--- src/rtl/if_id_pipe_reg.sv ---
// IF/ID pipeline register with a valid/ready handshake, a 2-entry skid buffer,
// flush-to-bubble and a saturating bubble-cycle counter. All outputs are flops.
module if_id_pipe_reg #(
  parameter int unsigned              INSTR_WIDTH = 32,
  parameter int unsigned              PC_WIDTH    = 32,
  parameter logic [INSTR_WIDTH-1:0]   NOP_INSTR   = '0,
  parameter int unsigned              CNT_WIDTH   = 16
) (
  input  logic                   Clock,
  input  logic                   Reset_n,
  input  logic                   InValid,
  output logic                   InReady,
  input  logic [INSTR_WIDTH-1:0] InstructionIn,
  input  logic [PC_WIDTH-1:0]    PCResultIn,
  output logic                   OutValid,
  input  logic                   OutReady,
  output logic [INSTR_WIDTH-1:0] InstructionOut,
  output logic [PC_WIDTH-1:0]    PCResultOut,
  input  logic                   Flush,
  input  logic                   CountClear,
  output logic [CNT_WIDTH-1:0]   BubbleCount
);

  localparam logic [CNT_WIDTH-1:0] CntMax = {CNT_WIDTH{1'b1}};

  typedef enum logic [1:0] {
    EMPTY = 2'd0,
    ONE   = 2'd1,
    TWO   = 2'd2
  } state_e;

  state_e                 state_q, state_d;
  logic [INSTR_WIDTH-1:0] main_instr_q, main_instr_d;
  logic [PC_WIDTH-1:0]    main_pc_q, main_pc_d;
  logic [INSTR_WIDTH-1:0] skid_instr_q, skid_instr_d;
  logic [PC_WIDTH-1:0]    skid_pc_q, skid_pc_d;
  logic                   out_valid_q, out_valid_d;
  logic                   in_ready_q, in_ready_d;
  logic [CNT_WIDTH-1:0]   cnt_q, cnt_d;
  logic                   in_fire;
  logic                   out_fire;

  // State and data registers; handshake flags are registered copies of the next state decode.
  always_ff @(posedge Clock or negedge Reset_n) begin
    if (!Reset_n) begin
      state_q      <= EMPTY;
      main_instr_q <= NOP_INSTR;
      main_pc_q    <= '0;
      skid_instr_q <= NOP_INSTR;
      skid_pc_q    <= '0;
      out_valid_q  <= 1'b0;
      in_ready_q   <= 1'b1;
      cnt_q        <= '0;
    end else begin
      state_q      <= state_d;
      main_instr_q <= main_instr_d;
      main_pc_q    <= main_pc_d;
      skid_instr_q <= skid_instr_d;
      skid_pc_q    <= skid_pc_d;
      out_valid_q  <= out_valid_d;
      in_ready_q   <= in_ready_d;
      cnt_q        <= cnt_d;
    end
  end

  // Next-state, data steering and bubble counter.
  always_comb begin
    state_d      = state_q;
    main_instr_d = main_instr_q;
    main_pc_d    = main_pc_q;
    skid_instr_d = skid_instr_q;
    skid_pc_d    = skid_pc_q;
    cnt_d        = cnt_q;
    in_fire      = InValid & in_ready_q;
    out_fire     = out_valid_q & OutReady;

    if (Flush) begin
      state_d      = EMPTY;
      main_instr_d = NOP_INSTR;
      main_pc_d    = '0;
      skid_instr_d = NOP_INSTR;
      skid_pc_d    = '0;
    end else begin
      unique case (state_q)
        EMPTY: begin
          if (in_fire) begin
            state_d      = ONE;
            main_instr_d = InstructionIn;
            main_pc_d    = PCResultIn;
          end
        end
        ONE: begin
          unique case ({in_fire, out_fire})
            2'b10: begin
              state_d      = TWO;
              skid_instr_d = InstructionIn;
              skid_pc_d    = PCResultIn;
            end
            2'b01: begin
              state_d      = EMPTY;
              main_instr_d = NOP_INSTR;
              main_pc_d    = '0;
            end
            2'b11: begin
              main_instr_d = InstructionIn;
              main_pc_d    = PCResultIn;
            end
            default: ;
          endcase
        end
        TWO: begin
          if (out_fire) begin
            state_d      = ONE;
            main_instr_d = skid_instr_q;
            main_pc_d    = skid_pc_q;
          end
        end
        default: state_d = EMPTY;
      endcase
    end

    out_valid_d = (state_d != EMPTY);
    in_ready_d  = (state_d != TWO);

    // Clear wins over increment; flush leaves the counter alone.
    if (CountClear) begin
      cnt_d = '0;
    end else if (!out_valid_q && (cnt_q != CntMax)) begin
      cnt_d = cnt_q + CNT_WIDTH'(1);
    end
  end

  assign OutValid       = out_valid_q;
  assign InReady        = in_ready_q;
  assign InstructionOut = main_instr_q;
  assign PCResultOut    = main_pc_q;
  assign BubbleCount    = cnt_q;

endmodule
--- config.mk ---
export PLATFORM = sky130hd
export DESIGN_NAME = if_id_pipe_reg
export DESIGN_NICKNAME = d
export VERILOG_FILES = /design/src/rtl/if_id_pipe_reg.sv
export SDC_FILE = /design/constraint.sdc
export NUM_CORES = 1
export LEC_CHECK = 0
export ABC_AREA = 1
export CAP_MARGIN = 40
export CORE_ASPECT_RATIO = 1.75
export CORE_MARGIN = 5
export CORE_UTILIZATION = 51
export CTS_CLUSTER_DIAMETER = 150
export DETAILED_ROUTE_END_ITERATION = 8
export PLACE_DENSITY_LB_ADDON = 0.3
export SLEW_MARGIN = 20
export SYNTH_ARGS = -nofsm -noshare
export SYNTH_HDL_FRONTEND = slang
export SYNTH_SLANG_ARGS = --single-unit
--- constraint.sdc ---
create_clock -name Clock -period 2.2 [get_ports Clock]
set_input_delay 0.44 -clock Clock [delete_from_list [all_inputs] [get_ports Clock]]
set_output_delay 0.44 -clock Clock [all_outputs]
set_load 0.05 [all_outputs]
==> results of run 1 <==
==> cells in the final DEF, fill, tap and decap left out, drive strengths merged <==
master	instances
a21boi	1
a21oi	4
buf	23
bufinv	1
clkbuf	18
clkdlybuf4s50	143
clkinv	3
clkinvlp	4
dfrtp	147
dfstp	1
dlygate4sd2	1
dlygate4sd3	1
dlymetal6s2s	5
ha	7
inv	139
nand2	231
nand3	99
nand3b	2
nand4	4
nor2	34
nor3	3
o211ai	1
o21ai	30
o22ai	108
xnor2	2
==> worst paths after layout <==
path	start	to	slack (ns)	cells after the start
hold reg to reg	PCResultOut[1]	PCResultOut[1]	0.51	2
setup / recovery	BubbleCount[6]	BubbleCount[6]	0.06	1
setup reg to reg	state_q[1]	PCResultOut[21]	0.28	9
min in group Clock	PCResultOut[1]	PCResultOut[1]	0.51	2
hold / removal	Reset_n	BubbleCount[2]	0.48	2
max in group asynchronous	Reset_n	skid_pc_q[6]	1.13	3
==> per-stage QoR <==
| step | setup slack [ns] | power [W] |
|---|---|---|
| final | 0.0611 | 0.00866 |
| after global routing | 0.00567 | 0.00908 |
| after CTS | 0.00574 | 0.00873 |
| after detailed placement | 0.0950 | 0.00589 |
| after global placement | 0.133 | 0.00586 |
| after floorplan | 0.257 | 0.00485 |
==> power by group <==
part	internal [W]	switching, W
sequential	0.00302	0.000188
combinational	0.000886	0.00175
clock	0.00162	0.00120
==> cell families after synthesis <==
family          count (synthesis)  share of synthesized area (%)
compound gates                144                           12.4
xor+xnor                        2                          0.250
fa+ha+maj                       7                           1.25
flops                         148                           53.0
simple gates                  373                           22.8
buf+inv                       184                           10.3
==> routing by layer <==
metal  wire [um]  global-route usage (%)  vias up
met4         301                    7.40        0
met3         995                    5.24       19
met1        7310                    28.6     2937
li1            -                       -     3073
met5           0                       0        -
met2        9490                    40.6      211
==> state kept, by name (all words and copies together), names as in the netlist <==
name and flops:
BubbleCount 16, PCResultOut 32, InReady 1, InstructionOut 32
OutValid 1, skid_instr_q 32, skid_pc_q 32, state_q 2
==> cell type report <==
class | count | area (um2) | area share (%)
repair buffers | 173 | 1830 | 19.4
flip-flops and latches | 148 | 3700 | 39.3
well taps | 174 | 218 | 2.31
clock buffers | 18 | 439 | 4.66
clock inverters | 14 | 140 | 1.49
multi-input cells | 526 | 2600 | 27.5
inverters | 133 | 500 | 5.31
==> repair_timing <==
item	CTS	global route
endpoints found under the setup margin	1	5
hold buffers	1	0
gates resized for setup	1	5
hold endpoints to repair	29	0
==> results_dict.tcl, run 1 <==
set metrics [dict create \
    max_stage_delay_ns 0.84 \
    crit_slowest_cell "clkdlybuf4s50_1" \
    hold_viol_final 0 \
    crit_required_ns 1.76 \
    path_clk_slew_ns 0.06 \
    drt-total-wl_mm 18.1 \
    port-buffer-count 151 \
    synth.most_common_cell "nand2_1" \
    status "completed" \
    synth_flop_cell "dfrtp_1" \
    fin_skew_ns 0.0121 \
    layout-drive-gt1-share_pct 7.21 \
    crit_family "buffers and inverters" \
    post-cts-setup-buffers 0 \
    n_antenna_cell 0 \
    clock_latency_ns 0.42 \
    yosysSeqAreaShare_pct 53.0 \
    syn_nets 935 \
    antenna_left 0 \
    cp_max_fo 6 \
    synth_top_area_share_pct 52.6 \
    synth_area_leaders "dfrtp_1 53%, nand2_1 12%, o22ai_1 9.7%" \
    max_freq_mhz 468 \
    hp-class "primary input to async pin" \
    grt_pass1_vias 6329 \
    cp_cell_sequence "clkdlybuf4s50_1" \
    synth_common_cells "229 x nand2_1, 147 x dfrtp_1, 129 x inv_1" \
    power_density_nw_per_um2 919 \
    hpwlAfterDp_mm 11.9 \
    critical_path_class "register to primary output" \
    die_w_um 98.5 \
    max-clock-path-buffers 2 \
    drt_first_pass_iters 5 \
    tightestPinTransition_ns 0.593 \
    instances_no_fill 1186 \
    worst-path-buf-inv 1 \
    startpoint_type "register" \
    fin_util_pct 70.1 \
    avgSynthCellArea_um2 8.15 \
    grt_max_degree 69 \
    start_util_pct 52.0 \
    place_area_um2 8820 \
    mappedNetlistArea_um2 7000 \
    avgViaCountPerCell 5.26 \
    fp.dieArea_um2 16300 \
    cts_tree "built" \
    max_slew_margin_pct 60.4 \
    synth_edf_count 0 \
    area_delta_synth_final_pct 34.7 \
    synthDistinctLibCells 26 \
    synth_area_leader_cell "dfrtp_1" \
    wl_per_cell_um 15.3 \
    drcViolationCount 0 \
    io_pins 152 \
    tns_ns 0 \
    cts_root_buffer "clkbuf_16" \
    p_leak_nw 4.59 \
    gp_congestion 0.816 \
    drv_slew 0 \
    design_area_um2 9430 \
    hold_ws_ns 0.480 \
    peakVddDrop_v 0.000616 \
    synth_seq_cells 148 \
    numClockSinks 148 \
    antenna_found_initial 0 \
    critPathCaptureType "primary output" \
    cap_violations 0 \
    setup_viol 0 \
    core_area_um2 13500 \
    dp_cells 1153 \
    grt-ovfl-total 0 \
    grt_pass1_wl_mm 30.7 \
    finalCritPeriodShare_pct 97.2 \
    fillers 1099 \
    drtIter0Drc 401 \
    syn_inst 858 \
    arrival_ns 1.70 \
    layout.nets 1076 \
    min_period_ns 2.14 \
    htree_num_levels 4 \
    rows 56 \
    rsz0062_at_grt "no" \
    synth_warnings 0 \
    synthArstFlopShare_pct 100 \
    cts_buffers 17 \
    vias 6240 \
    die_y_um 165 \
    grt_use_total_pct 23.3 \
]
Note: power is estimated with default switching activity, not from simulation.
==> inputs of run 2 (changes only) <==
CORE_UTILIZATION = 55   (was 51)
SETUP_SLACK_MARGIN = 0.2   (was default)
clock period = 2.5 ns   (was 2.2 ns; I/O delays follow)
==> run 2 against run 1 <==
Compared with the run above: largest cell class unchanged; non-clock buffer count shrank 1; clock skew shrank 0.0027 ns; cell count shrank 0.59%; sequential power shrank 12%; power shrank 12%; flip-flop and latch count is the same; register-to-register slack gained 0.20 ns; worst hold slack lost 0.46 ns; critical path depth is the same; combinational power shrank 13%.
==> results_dict.tcl, run 2 (synthesis gave the netlist of run 1 again) <==
set metrics [dict create \
    status "completed" \
    grt_max_degree 65 \
    startpoint_type "register" \
    reg2reg_depth 10 \
    fillers 923 \
    avgViaCountPerCell 5.38 \
    drt_first_pass_iters 5 \
    layout-drive-gt1-share_pct 7.02 \
    drt-met1-wl_mm 7.09 \
    setup_viol 0 \
    antenna_left 0 \
    crit_slowest_cell "clkdlybuf4s50_1" \
    wl_met2_mm 9.74 \
    dr.max_layer_used "met4" \
    p_leak_nw 4.52 \
    worst-path-buf-inv 1 \
    crit_family "buffers and inverters" \
    rows 54 \
    grt_use_total_pct 25.3 \
    min_period_ns 2.25 \
    drt-total-wl_mm 18.4 \
    critPathCaptureType "primary output" \
    htree_num_levels 4 \
    cts_buffers 17 \
    layout.nets 1075 \
    rrSetupSlack_ns 0.48 \
    cts_root_buffer "clkbuf_16" \
    r2r-end "InstructionOut[10]" \
    wl_per_cell_um 15.6 \
    max_stage_delay_ns 0.80 \
    peakVddDrop_v 0.000563 \
    wl_met3_um 871 \
    multi_input_area_um2 2600 \
    arrival_ns 1.75 \
    grt_pass1_vias 6423 \
    gp_congestion 0.860 \
    grt-ovfl-total 0 \
    numClockSinks 148 \
    die_w_um 95.3 \
    place_area_um2 8750 \
    drtIter0Drc 300 \
    hp-class "primary input to async pin" \
    seqPwrFrac_pct 36.9 \
    drv_slew 0 \
    cp_cell_sequence "clkdlybuf4s50_1" \
    port-buffer-count 151 \
    cts_tree "built" \
    start_util_pct 56.0 \
    max_slew_margin_pct 60.7 \
    fin_skew_ns 0.00939 \
    layout_common_cells "228 x nand2_1, 147 x dfrtp_1, 147 x clkdlybuf4s50_1" \
    design_area_um2 9360 \
    switchingPower_w 0.00273 \
    clock_latency_ns 0.42 \
    p_clk_share_pct 32.9 \
    max-clock-path-buffers 2 \
    finalCritPeriodShare_pct 89.9 \
    hold_viol_final 0 \
    n_antenna_cell 0 \
    fp.dieArea_um2 15200 \
    r2r-start "state_q[1]" \
    path_clk_slew_ns 0.06 \
    layout.area.seq_um2 3700 \
    cap_violations 0 \
    die_y_um 159 \
    vias 6344 \
    critical_path_class "register to primary output" \
    io_pins 152 \
    area_delta_synth_final_pct 33.8 \
    p_int_w 0.00490 \
    antenna_found_initial 0 \
    layout_commonest_cell "nand2_1" \
    grt_pass1_wl_mm 30.6 \
    tightestPinTransition_ns 0.587 \
    max_freq_mhz 445 \
    rsz0062_at_grt "no" \
    tns_ns 0 \
    core_area_um2 12500 \
    power_density_nw_per_um2 816 \
    drcViolationCount 0 \
    hpwlAfterDp_mm 12.0 \
    comb_power_share_pct 30.2 \
    cp_max_fo 2 \
    crit_required_ns 2.00 \
    switching_share_pct 35.8 \
]
==> run 2: routing by layer <==
layer,GRT usage [%],vias to the layer above
li1,-,3078
met1,30.3,3020
met2,43.3,200
met3,4.30,46
met4,11.4,0
met5,0,-
==> run 2: final cells by class <==
type / count / share of cell area (%)
Sequential cell: 148 / 39.6
Multi-Input combinational cell: 526 / 27.7
Clock inverter: 14 / 1.62
Clock buffer: 18 / 4.59
Inverter: 133 / 5.35
Timing Repair Buffer: 172 / 18.9
Tap cell: 168 / 2.25
==> run 2: how the worst max path moves through the flow <==
| stage | startpoint | to | slack [ns] | depth (start not counted) |
|---|---|---|---|---|
| 2_1_floorplan | OutValid | InstructionOut[23] | 0.56 | 9 |
| 3_3_place_gp | state_q[1] | PCResultOut[6] | 0.29 | 8 |
| 3_5_place_dp | state_q[1] | PCResultOut[6] | 0.27 | 8 |
| 4_1_cts | BubbleCount[10] | BubbleCount[10] | 0.22 | 1 |
| 5_1_grt | InReady | InReady | 0.22 | 1 |
| 6_report | InReady | InReady | 0.25 | 1 |
==> run 2: power groups by stage <==
| stage | combinational, W | clock [W] | sequential (W) |
|---|---|---|---|
| floorplan | 0.000758 | 0 | 0.00351 |
| global placement | 0.00226 | 0 | 0.00285 |
| detailed placement | 0.00229 | 0 | 0.00285 |
| CTS | 0.00230 | 0.00254 | 0.00282 |
| global route | 0.00246 | 0.00265 | 0.00285 |
| finish | 0.00230 | 0.00251 | 0.00282 |
==> run 2: stage by stage <==
step | power (W) | util [%] | instances | hold slack (ns) | setup slack, ns
after floorplan | 0.00427 | - | 858 | 0.204 | 0.557
after global placement | 0.00511 | 70.0 | 1144 | 0.490 | 0.293
after detailed placement | 0.00514 | 70.0 | 1144 | 0.490 | 0.272
after CTS | 0.00766 | 74.6 | 1176 | 0.0384 | 0.217
after global routing | 0.00796 | 74.9 | 1179 | 0.0594 | 0.217
final | 0.00763 | 74.9 | 1179 | 0.0197 | 0.252
==> run 2: repair_timing <==
item | in CTS | in global routing
buffers inserted | 0 | 3
setup endpoints to repair | 0 | 62
resized for setup | 0 | 3
hold buffers | 0 | 0
==> inputs of run 3 (changes only) <==
SLEW_MARGIN = default   (was 20)
==> results of run 3 <==
No change in the layout: final DEF, timing and power equal those of run 2.
